<file path="src/rtl/i2c_target_regfile_pkg.sv">
// Shared types and constants for the I2C target register file.
package i2c_target_pkg;

  typedef enum logic [3:0] {
    IDLE, ADDR, ADDR_ACK, REG, REG_ACK, WDATA, WDATA_ACK,
    RDATA, RDATA_ACK, IGNORE, WAIT
  } state_t;

  localparam int unsigned SYNC_STAGES = 2;
  localparam logic I2C_ACK  = 1'b0;
  localparam logic I2C_NACK = 1'b1;

  function automatic logic addr_match(input logic [6:0] rx,
                                      input logic [6:0] target,
                                      input logic [6:0] mask);
    return ((rx ^ target) & mask) == 7'd0;
  endfunction

endpackage

</file>
<file path="src/rtl/i2c_target_regfile_bus_sync.sv">
// SCL/SDA synchronisers and single-cycle SCL edge / START / STOP pulses.
module i2c_bus_sync
  import i2c_target_pkg::*;
(
  input  logic clk,
  input  logic rst,
  input  logic scl_i,
  input  logic sda_i,
  output logic sda_s,
  output logic scl_rise,
  output logic scl_fall,
  output logic start,
  output logic stop
);

  logic [SYNC_STAGES-1:0] scl_ff, sda_ff;
  logic scl_s, scl_q, sda_q;

  // Idle bus is high, so everything resets to 1 to avoid false edges.
  always_ff @(posedge clk or posedge rst) begin
    if (rst) begin
      scl_ff <= '1;
      sda_ff <= '1;
      scl_q  <= 1'b1;
      sda_q  <= 1'b1;
    end else begin
      scl_ff <= {scl_ff[SYNC_STAGES-2:0], scl_i};
      sda_ff <= {sda_ff[SYNC_STAGES-2:0], sda_i};
      scl_q  <= scl_s;
      sda_q  <= sda_s;
    end
  end

  assign scl_s    = scl_ff[SYNC_STAGES-1];
  assign sda_s    = sda_ff[SYNC_STAGES-1];
  assign scl_rise = scl_s & ~scl_q;
  assign scl_fall = ~scl_s & scl_q;
  assign start    = scl_s & scl_q & sda_q & ~sda_s;
  assign stop     = scl_s & scl_q & ~sda_q & sda_s;

endmodule

</file>
<file path="src/rtl/i2c_target_regfile.sv">
// Oversampled I2C target with auto-incrementing register file and host port.
// Optional SCL stretching after each ACK when I2C_TARGET_STRETCH_EN is defined.
module i2c_target_regfile
  import i2c_target_pkg::*;
#(
  parameter logic [6:0]  TARGET_ADDR = 7'h44,
  parameter logic [6:0]  ADDR_MASK   = 7'h7F,
  parameter int unsigned NUM_REGS    = 16,
  parameter logic [7:0]  RESET_VAL   = 8'h00,
  localparam int unsigned PW         = $clog2(NUM_REGS)
) (
  input  logic          clk,
  input  logic          rst,
  input  logic          scl_i,
  input  logic          sda_i,
  output logic          sda_o,
  output logic          scl_o,
  input  logic          stretch_req,
  input  logic          host_we,
  input  logic [PW-1:0] host_addr,
  input  logic [7:0]    host_wdata,
  output logic [7:0]    host_rdata,
  output logic          i2c_wr_stb,
  output logic [PW-1:0] i2c_wr_idx,
  output logic          busy
);

  logic sda_s, scl_rise, scl_fall, start, stop;

  i2c_bus_sync u_sync (
    .clk      (clk),
    .rst      (rst),
    .scl_i    (scl_i),
    .sda_i    (sda_i),
    .sda_s    (sda_s),
    .scl_rise (scl_rise),
    .scl_fall (scl_fall),
    .start    (start),
    .stop     (stop)
  );

  state_t        state, state_n;
  logic [3:0]    bit_cnt, cnt_n;
  logic [7:0]    shift, shift_n, wr_data, wdat_n;
  logic [PW-1:0] ptr, ptr_n, ptr_inc, idx_n;
  logic          sda_n, busy_n, stb_n, ack_fall;
  logic [7:0]    regs [NUM_REGS];

  assign ptr_inc    = ptr + 1'b1;
  assign host_rdata = regs[host_addr];

  always_comb begin
    state_n  = state;
    cnt_n    = bit_cnt;
    shift_n  = shift;
    ptr_n    = ptr;
    sda_n    = sda_o;
    busy_n   = busy;
    stb_n    = 1'b0;
    idx_n    = i2c_wr_idx;
    wdat_n   = wr_data;
    ack_fall = 1'b0;
    if (stop) begin
      state_n = IDLE;
      busy_n  = 1'b0;
      sda_n   = 1'b1;
      cnt_n   = '0;
    end else if (start) begin
      state_n = ADDR;
      busy_n  = 1'b0;
      sda_n   = 1'b1;
      cnt_n   = '0;
    end else if (scl_rise) begin
      case (state)
        ADDR, REG, WDATA: if (bit_cnt != 4'd8) begin
          shift_n = {shift[6:0], sda_s};
          cnt_n   = bit_cnt + 4'd1;
        end
        RDATA:     if (bit_cnt != 4'd8) cnt_n = bit_cnt + 4'd1;
        RDATA_ACK: shift_n[0] = sda_s;
        default: ;
      endcase
    end else if (scl_fall) begin
      case (state)
        ADDR: if (bit_cnt == 4'd8) begin
          cnt_n = '0;
          if (addr_match(shift[7:1], TARGET_ADDR, ADDR_MASK)) begin
            state_n = ADDR_ACK;
            sda_n   = I2C_ACK;
            busy_n  = 1'b1;
          end else begin
            state_n = IGNORE;
          end
        end
        ADDR_ACK: begin
          ack_fall = 1'b1;
          cnt_n    = '0;
          if (shift[0]) begin
            state_n = RDATA;
            shift_n = regs[ptr];
            sda_n   = regs[ptr][7];
          end else begin
            state_n = REG;
            sda_n   = 1'b1;
          end
        end
        REG: if (bit_cnt == 4'd8) begin
          state_n = REG_ACK;
          ptr_n   = shift[PW-1:0];
          sda_n   = I2C_ACK;
          cnt_n   = '0;
        end
        REG_ACK, WDATA_ACK: begin
          ack_fall = 1'b1;
          state_n  = WDATA;
          sda_n    = 1'b1;
        end
        WDATA: if (bit_cnt == 4'd8) begin
          state_n = WDATA_ACK;
          sda_n   = I2C_ACK;
          stb_n   = 1'b1;
          idx_n   = ptr;
          wdat_n  = shift;
          ptr_n   = ptr_inc;
          cnt_n   = '0;
        end
        // Shift register holds the byte latched at byte start; bit 6 is the next bit out.
        RDATA: if (bit_cnt == 4'd8) begin
          state_n = RDATA_ACK;
          sda_n   = 1'b1;
          cnt_n   = '0;
        end else begin
          sda_n   = shift[6];
          shift_n = {shift[6:0], 1'b0};
        end
        RDATA_ACK: begin
          ack_fall = 1'b1;
          ptr_n    = ptr_inc;
          if (shift[0] == I2C_ACK) begin
            state_n = RDATA;
            shift_n = regs[ptr_inc];
            sda_n   = regs[ptr_inc][7];
          end else begin
            state_n = WAIT;
            sda_n   = 1'b1;
          end
        end
        default: ;
      endcase
    end
  end

  always_ff @(posedge clk or posedge rst) begin
    if (rst) begin
      state      <= IDLE;
      bit_cnt    <= '0;
      shift      <= '0;
      ptr        <= '0;
      sda_o      <= 1'b1;
      busy       <= 1'b0;
      i2c_wr_stb <= 1'b0;
      i2c_wr_idx <= '0;
      wr_data    <= '0;
    end else begin
      state      <= state_n;
      bit_cnt    <= cnt_n;
      shift      <= shift_n;
      ptr        <= ptr_n;
      sda_o      <= sda_n;
      busy       <= busy_n;
      i2c_wr_stb <= stb_n;
      i2c_wr_idx <= idx_n;
      wr_data    <= wdat_n;
    end
  end

  // Bus write commits while the strobe is high; the later host assignment wins a collision.
  always_ff @(posedge clk or posedge rst) begin
    if (rst) begin
      for (int unsigned i = 0; i < NUM_REGS; i++) regs[i] <= RESET_VAL;
    end else begin
      if (i2c_wr_stb) regs[i2c_wr_idx] <= wr_data;
      if (host_we)    regs[host_addr]  <= host_wdata;
    end
  end

`ifdef I2C_TARGET_STRETCH_EN
  logic stretch, stretch_n;

  always_comb begin
    stretch_n = stretch;
    if (stop || start)              stretch_n = 1'b0;
    else if (ack_fall && stretch_req) stretch_n = 1'b1;
    else if (!stretch_req)          stretch_n = 1'b0;
  end

  always_ff @(posedge clk or posedge rst) begin
    if (rst) stretch <= 1'b0;
    else     stretch <= stretch_n;
  end

  assign scl_o = ~stretch;
`else
  logic unused_stretch;
  assign unused_stretch = stretch_req ^ ack_fall;
  assign scl_o = 1'b1;
`endif

endmodule

</file>
<file path="config.mk">
export PLATFORM = sky130hd
export DESIGN_NAME = i2c_target_regfile
export DESIGN_NICKNAME = d
export VERILOG_FILES = /design/src/rtl/i2c_target_regfile_pkg.sv /design/src/rtl/i2c_target_regfile_bus_sync.sv /design/src/rtl/i2c_target_regfile.sv
export SDC_FILE = /design/constraint.sdc
export NUM_CORES = 1
export LEC_CHECK = 0
export BUFFER_PORTS_ARGS = -buffer_cell sky130_fd_sc_hd__buf_2
export CAP_MARGIN = 5
export CELL_PAD_IN_SITES_DETAIL_PLACEMENT = 0
export CELL_PAD_IN_SITES_GLOBAL_PLACEMENT = 2
export CORE_ASPECT_RATIO = 2
export CORE_MARGIN = 4
export CORE_UTILIZATION = 40
export DETAILED_ROUTE_END_ITERATION = 8
export PLACE_DENSITY_LB_ADDON = 0.3
export SETUP_SLACK_MARGIN = 0.4
export SKIP_LAST_GASP = 1
export SLEW_MARGIN = 30
export SYNTH_ARGS = -nofsm -noshare
export SYNTH_HDL_FRONTEND = slang
export SYNTH_SLANG_ARGS = --single-unit
</file>
<file path="constraint.sdc">
create_clock -name clk -period 5.8 [get_ports clk]
set_input_delay 0.58 -clock clk [delete_from_list [all_inputs] [get_ports clk]]
set_output_delay 0.58 -clock clk [all_outputs]
set_load 0.005 [all_outputs]
</file>
==> results of run 1 <==
state kept, by name, summed over array words and instances (netlist names):
register       count
bit_cnt            4
busy               1
i2c_wr_idx         4
i2c_wr_stb         1
ptr                4
regs             128
sda_o              1
shift              8
state              4
u_sync.scl_ff      2
u_sync.scl_q       1
u_sync.sda_ff      2
u_sync.sda_q       1
wr_data            8
Yosys cell counts, drive strengths merged (3+ instances only):
| library cell | n |
|---|---|
| o22ai | 8 |
| mux2i | 159 |
| a22o | 3 |
| a31oi | 4 |
| dfrtp | 162 |
| nand2b | 5 |
| and2 | 8 |
| dfstp | 7 |
| a211oi | 6 |
| a22oi | 3 |
| mux4 | 101 |
| a221oi | 8 |
| a21oi | 105 |
| a41oi | 3 |
| inv | 12 |
| nor2b | 14 |
| nand3 | 17 |
| nor3b | 3 |
| xor2 | 4 |
| ha | 6 |
| nor2 | 110 |
| nand2 | 91 |
| buf | 60 |
| o21ai | 65 |
| clkbuf | 43 |
| or2 | 3 |
| mux2 | 12 |
| nor3 | 13 |
| nand4 | 5 |
worst min-delay path by stage:
stage                     start               end  slack [ns]  depth (start not counted)
2_1_floorplan  u_sync.scl_ff[0]  u_sync.scl_ff[1]        0.35                          0
3_3_place_gp   u_sync.scl_ff[0]  u_sync.scl_ff[1]        0.35                          0
3_5_place_dp   u_sync.scl_ff[0]  u_sync.scl_ff[1]        0.35                          0
4_1_cts                   sda_i  u_sync.sda_ff[0]        0.21                          1
5_1_grt                   scl_i  u_sync.scl_ff[0]        0.21                          1
6_report                  sda_i  u_sync.sda_ff[0]        0.22                          1
layer usage:
metal  up-vias  wire length [um]  global-route usage
met5         -                 0                   0
met4         0              1177             0.09259
met3        55              1232             0.02749
met2       233             20170              0.4177
met1      4227             13720              0.2798
li1       3927                 -                   -
final cells by class:
| cell class | count | area share |
|---|---|---|
| sequential | 169 | 0.3402 |
| inverter | 12 | 0.004213 |
| clock inverter | 12 | 0.009029 |
| multi-input combinational | 790 | 0.5514 |
| timing repair buffer | 47 | 0.02207 |
| clock buffer | 20 | 0.03742 |
| tap | 356 | 0.03571 |
power by group:
group	internal, mW	switching [mW]	total (mW)
Combinational	1.27	1.21	2.49
Clock	0.631	0.538	1.17
Sequential	1.44	0.402	1.84
kinds of logic (layout without fill, tap and decap cells):
group                    Yosys count  after routing  share of synthesized area
adder cells (fa/ha/maj)            6              6                   0.006479
AND/OR/NAND/NOR                  282            282                     0.1167
multiplexers                     272            272                     0.3454
buffers and inverters            115             91                    0.04611
other                              1              1                  0.0003237
XOR/XNOR                           6              6                   0.006805
flip-flops                       169            169                     0.3658
AO/OA/AOI/OAI                    223            223                     0.1124
==> results.md, run 1 <==
* P&R area growth vs syn at 7.646%
* Die H at 248.7 um
* Commonest non-fill, non-tap cells in the layout: 160 x dfrtp_1, 159 x mux2i_1, 107 x nor2_1, 104 x a21oi_1, 101 x mux4_2
* Reg clk slew, reported paths at 0.06 ns
* P per Cell Area at 440.9 mW/mm^2
* Run status: finished, final reports clean
* Core area at 0.02841 mm^2
* Crit path required time at 5.22 ns
* Unrepaired setup endpoints after global routing: false
* Synth area leader: dfrtp_1
* Final cell count without fillers at 1406
* Worst Setup EP: host_rdata[4]
* Top Ports at 34
* WP buf/inv at 3
* Post-place setup slack at 2.205 ns
* Seq/Total Area, Yosys at 0.3658
* Port Buffers at 31
* Slowest CP cell: buf_2
* Warnings from Yosys at 0
* Mapped Cells at 1074
* CP cell instances: buf_2 > buf_4 > mux4_2 > mux4_2 > buf_2
* Multi-input logic area at 0.006877 mm^2
* HPWL Detailed at 25990 um
* F_max at 283.7 MHz
* Largest net degree at the start of global routing at 92
* WL/cell at 25.82 um
* Final Critical Period at 3.525 ns
* Vias at 8442
* Yosys top cell area share at 0.3499
* Path depth of the worst reg2reg path at 7
* Number of global-route vias before repair at 8441
* Lkg Pwr at 4.839 nW
* Top cells by area, synth: dfrtp_1 35%, mux4_2 20%, mux2i_1 14%
* Syn_area_per_cell at 10.79 um^2
* DR vias/cell at 6.004
* Worst EP arrival at 2.95 ns
* Ant. Diodes at 0
* Final setup vio count at 0
* Clock skew at 0.008058 ns
* Final instance area at 0.01247 mm^2
* Tcrit/Tclk final at 0.6078
* Hold/Removal Path Class: input pin to register
* IR Drop Worst-Case VDD at 306.6 uV
* Most common cell after layout, fill and taps aside: dfrtp_1
* Worst setup EP type: output port
* Main flop type after synthesis: dfrtp_1
* Crit path from: host_addr[0]
* Die W at 128.3 um
* Placed Area at 0.01189 mm^2
* Drt drc at 0
* CP Class: input pin to output port
* CTS buffer count at 17
* Post_cts resized at 0
* Largest stage delay, worst path at 0.64 ns
* Synthesized Nets at 1098
* Inst Count DP at 1374
* Share of layout cells above drive strength 1 at 0.2114
* CTS H-tree depth at 4
* Worst Path Max Fanout at 24
* Worst-margin pin slew at 0.9205 ns
* Largest delay share family, worst path: buffers and inverters
* Initial core utilization at 0.4078
* Longest Clk Path Bufs at 2
* RR Endpoint: shift[5]
* CTS Sinks at 169
* Worst skew pair latency at 0.46 ns
* Count of final hold-check violations at 0
* Overall Power at 5.499 mW
* Postcts setup bufs at 0
* Wirelength, routed at 36300 um
* Worst setup SP type: input pin
* Post-Synthesis Cell Area at 0.01159 mm^2
* FFs w/ async S/R, synth at 1.000
* First-pass iteration count of the detailed router at 5
* Max-slew headroom at 0.3845
* Nets@finish at 1061
* Final worst setup slack at 2.275 ns
* Worst Hold Slack at 0.2245 ns
* GPL Wtd Cong at 0.8412
* GRT overflow at 0
* Max-cap check violation count at 0
* Post-synth EDFFs at 0
* Post-route ant nets at 0
* Internal reg-to-reg setup slack at 2.73 ns
* Die area at 0.03192 mm^2
* Antenna violations before repair at 0
* Critical R2R Launch: ptr[0]
* Fin util at 0.4390
* Max-slew violation count at 0
* DRT iter0 DRCs at 610
* Post-synth cell types at 75
* First-pass GRT wire length at 55320 um
* CTS tree: yes
* Rows at 87
* CTS Hold Bufs at 0
* Fillcell total at 2677
* Total track usage at 0.2332
* Clock root buffer: clkbuf_16
* Storage cell area at 0.004243 mm^2
* CP Depth at 5
* Number of synthesized register bits at 169
* Post-Route Setup TNS at 0 ns
(Power assumes the default switching activity.)
==> inputs of run 2 (changes only) <==
CORE_UTILIZATION = 39   (was 40)
clock period = 2.8 ns   (was 5.8 ns; I/O delays follow)
==> results.md, run 2 (synthesis results as in run 1) <==
* Tcrit/Tclk final at 0.8766
* CTS tree: yes
* CTS H-tree depth at 4
* Worst-margin pin slew at 0.8842 ns
* Hold/Removal Path Class: input pin to async pin
* WL/cell at 27.91 um
* Most common cell after layout, fill and taps aside: dfrtp_1
* Total track usage at 0.2605
* Crit path required time at 3.11 ns
* First-pass iteration count of the detailed router at 5
* Max reg flops at 128
* Max-cap check violation count at 0
* Wirelength, routed at 41250 um
* Share of layout cells above drive strength 1 at 0.2603
* Nets@finish at 1125
* DR vias/cell at 6.116
* Worst EP arrival at 2.77 ns
* Worst setup SP type: register
* Post-Route Setup TNS at 0 ns
* Port Buffers at 31
* Ant. Diodes at 0
* Clock root buffer: clkbuf_16
* P&R area growth vs syn at 14.19%
* Lkg Pwr at 5.221 nW
* Final setup vio count at 0
* Biggest register: regs
* CTS buffer count at 17
* Number of global-route vias before repair at 9228
* Unrepaired setup endpoints after global routing: true
* Post-route ant nets at 0
* First-pass GRT wire length at 61680 um
* HPWL Detailed at 29050 um
* Die H at 251.8 um
* Longest Clk Path Bufs at 2
* Vias at 9040
* Largest net degree at the start of global routing at 33
* Clock skew at 0.01007 ns
* Drt drc at 0
* Rows at 89
* Antenna violations before repair at 0
* GRT overflow at 0
* Fin util at 0.4500
* DRT iter0 DRCs at 645
* Final instance area at 0.01323 mm^2
* Die area at 0.03270 mm^2
* GPL Wtd Cong at 0.8642
* Max-slew headroom at 0.4093
* Reg clk slew, reported paths at 0.06 ns
* CTS Sinks at 169
* Top Ports at 34
* Core area at 0.02940 mm^2
* Initial core utilization at 0.3941
* F_max at 407.4 MHz
* IR Drop Worst-Case VDD at 638.3 uV
* Run status: finished, final reports clean
* Placed Area at 0.01236 mm^2
* Worst skew pair latency at 0.45 ns
* Count of final hold-check violations at 0
* Commonest non-fill, non-tap cells in the layout: 159 x dfrtp_1, 154 x mux2i_1, 107 x nor2_1, 104 x a21oi_1, 101 x mux4_2
* Final Critical Period at 2.454 ns
* Die W at 129.9 um
* Worst setup EP type: register
* Top Registers: regs x128, shift x8, wr_data x8
* Max-slew violation count at 0
* CP Class: register to register
* Worst Path Max Fanout at 5
* P per Cell Area at 939.3 mW/mm^2
-- run 2: timing repair --
| action | in CTS | in global routing |
|---|---|---|
| pin swaps | 3 | 4 |
| endpoints found under the hold margin | 2 | 0 |
| gates resized for setup | 14 | 7 |
| setup buffers | 2 | 4 |
| hold buffers | 2 | 0 |
| setup endpoints to repair | 8 | 13 |
| cloned | 4 | 1 |
-- run 2: cell type report --
cell class | count | area (um^2)
fill | 2846 | 16170
tap | 364 | 455.4
multi-input combinational | 790 | 6898
timing repair buffer | 111 | 1032
clock inverter | 10 | 97.59
clock buffer | 22 | 454.2
sequential | 169 | 4244
inverter | 12 | 48.80
-- run 2: worst paths after layout --
| kind | startpoint | endpoint | slack, ns | depth (start not counted) |
|---|---|---|---|---|
| worst max-delay path | ptr[0] | shift[1] | 0.35 | 7 |
| worst min-delay path | rst | i2c_wr_idx[1] | 0.004 | 2 |
| worst max register to register | ptr[0] | shift[1] | 0.35 | 7 |
| worst min register to register | u_sync.scl_ff[0] | u_sync.scl_ff[1] | 0.36 | 0 |
| max in group asynchronous | rst | u_sync.scl_q | 1.97 | 3 |
| min in group clk | host_wdata[2] | regs[58] | 0.23 | 3 |
-- run 2: report_power, final --
part           internal (mW)  switching [mW]
sequential              2.99           0.742
clock                   1.25            1.04
combinational           3.39            3.01
total                   7.63            4.80
-- run 2: critical path: stages, from the launching register on --
cell	delay [ns]
dfrtp_4	0.49
ha_4	0.39
buf_4	0.15
clkbuf_16	0.15
mux4_2	0.49
mux4_2	0.47
nand2_1	0.09
a41oi_2	0.08
-- run 2: stage by stage --
stage	power [mW]	setup WS (ns)	instances	hold WS (ns)
after floorplan	7.696	0.3710	1074	0.2845
after detailed placement	9.365	0.2910	1433	0.3481
final	12.43	0.3455	1478	0.004193
after CTS	12.27	0.3828	1473	0.01507
after global routing	13.06	0.2719	1478	0.05178
after global placement	9.265	0.3084	1433	0.3508
-- run 2: metal layers --
metal	routed length [um]	vias up	GRT usage
li1	-	4059	-
met3	1443	116	0.03369
met4	3009	0	0.1736
met1	14950	4584	0.2964
met5	0	-	0
met2	21850	281	0.4484
==> inputs of run 3 (changes only) <==
PLACE_DENSITY_LB_ADDON = 0.08   (was 0.3)
==> results.md, run 3 (synthesis results as in run 1) <==
* IR Drop Worst-Case VDD at 572.6 uV
* First-pass iteration count of the detailed router at 5
* Port Buffers at 31
* Max-slew violation count at 0
* Die H at 251.8 um
* Biggest register: regs
* Final Critical Period at 2.421 ns
* Clock root buffer: clkbuf_16
* Hold Crit Start: host_wdata[5]
* Critical R2R Launch: ptr[0]
* Worst hold path cell count at 3
* Antenna violations before repair at 0
* Die area at 0.03270 mm^2
* Run status: finished, final reports clean
* Multi-input logic area at 0.006893 mm^2
* Worst Path Max Fanout at 8
* P&R area growth vs syn at 14.82%
* HPWL Detailed at 29820 um
* Tcrit/Tclk final at 0.8646
* Worst setup EP type: register
* Worst setup SP type: register
* Vias at 9011
* Wirelength, routed at 43160 um
* F_max at 413.1 MHz
* Top Registers: regs x128, shift x8, wr_data x8
* Lkg Pwr at 5.272 nW
* Post-Route Setup TNS at 0 ns
* Drt drc at 0
* CP Class: register to register
* Fin util at 0.4525
* Worst Hold Slack at 0.2255 ns
* Initial core utilization at 0.3941
* Internal reg-to-reg setup slack at 0.38 ns
* Storage cell area at 0.004244 mm^2
* First-pass GRT wire length at 62800 um
* Max-cap check violation count at 0
* Longest Clk Path Bufs at 2
* CTS tree: yes
* Total track usage at 0.2687
* Unrepaired setup endpoints after global routing: true
* RR Endpoint: shift[7]
* Post-route ant nets at 0
* Max-slew headroom at 0.5021
* Max reg flops at 128
* Path depth of the worst reg2reg path at 8
* Nets@finish at 1136
* Placed Area at 0.01240 mm^2
* Worst EP arrival at 2.74 ns
* GRT overflow at 0
* DRT iter0 DRCs at 643
* Reg clk slew, reported paths at 0.07 ns
* Ant. Diodes at 0
* Largest net degree at the start of global routing at 54
* Commonest non-fill, non-tap cells in the layout: 159 x dfrtp_1, 156 x mux2i_1, 107 x nor2_1, 103 x a21oi_1, 101 x mux4_2
* Count of final hold-check violations at 0
* Crit path required time at 3.12 ns
* Hold Path Sink: regs[85]
* Die W at 129.9 um
* Rows at 89
* CTS buffer count at 17
* Final instance area at 0.01330 mm^2
* CTS Sinks at 169
* Worst skew pair latency at 0.45 ns
* Top Ports at 34
* Core area at 0.02940 mm^2
* Number of global-route vias before repair at 9021
* Worst-margin pin slew at 0.7468 ns
* Final setup vio count at 0
* WL/cell at 28.99 um
* Hold/Removal Path Class: input pin to register
* GPL Wtd Cong at 0.8605
* P per Cell Area at 946.5 mW/mm^2
* Fillcell total at 2869
* DR vias/cell at 6.052
* Share of layout cells above drive strength 1 at 0.2693
* Most common cell after layout, fill and taps aside: dfrtp_1
* CTS H-tree depth at 4
* Clock skew at 0.01014 ns
-- run 3: layout make-up --
cell class / instances / area share
multi-input cells: 790 / 0.5182
inverters: 12 / 0.003668
well taps: 364 / 0.03424
clock inverters: 13 / 0.008935
repair buffers: 122 / 0.08192
flip-flops and latches: 169 / 0.3190
clock buffers: 19 / 0.03405
-- run 3: through the flow --
| stage | worst slack (ns) | power (mW) | std cells |
|---|---|---|---|
| 3_5_place_dp | 0.2512 | 9.423 | 1439 |
| 2_1_floorplan | 0.3710 | 7.696 | 1074 |
| 4_1_cts | 0.3850 | 12.21 | 1479 |
| 3_3_place_gp | 0.2685 | 9.373 | 1439 |
| 6_report | 0.3792 | 12.59 | 1489 |
| 5_1_grt | 0.3151 | 13.21 | 1489 |
-- run 3: report_power, final --
group | switching [mW] | internal, mW
combinational | 3.02 | 3.42
clock | 1.12 | 1.28
sequential | 0.765 | 2.99
-- run 3: critical path, cell delays in order, from the launching register on --
cell and delay [ns]:
dfrtp_4 0.53, ha_4 0.34, buf_12 0.12, buf_16 0.13, mux4_2 0.55, mux2i_1 0.15, o22ai_1 0.10, a221oi_1 0.26
a21oi_1 0.10
-- run 3: worst max-delay path by stage --
stage	start	to	slack, ns	cells after the start
2_1_floorplan	rst	bit_cnt[0]	0.37	1
3_3_place_gp	ptr[0]	shift[2]	0.27	8
3_5_place_dp	ptr[0]	shift[2]	0.25	8
4_1_cts	ptr[0]	shift[2]	0.38	8
5_1_grt	ptr[0]	shift[3]	0.32	8
6_report	ptr[0]	shift[7]	0.38	8
-- run 3: repair_timing --
action,4_1_cts,5_1_grt
gates cloned,2,1
setup buffers,3,9
endpoints found under the hold margin,10,0
gates resized for setup,7,12
hold buffers,3,0
endpoints found under the setup margin,8,10
pin swaps,1,5
-- run 3: per-layer routing --
metal,vias up,track usage,part of all wire
li1,4067,-,-
met3,70,0.03326,0.039
met2,279,0.4825,0.54
met4,0,0.1130,0.043
met1,4595,0.3185,0.37
met5,-,0,0
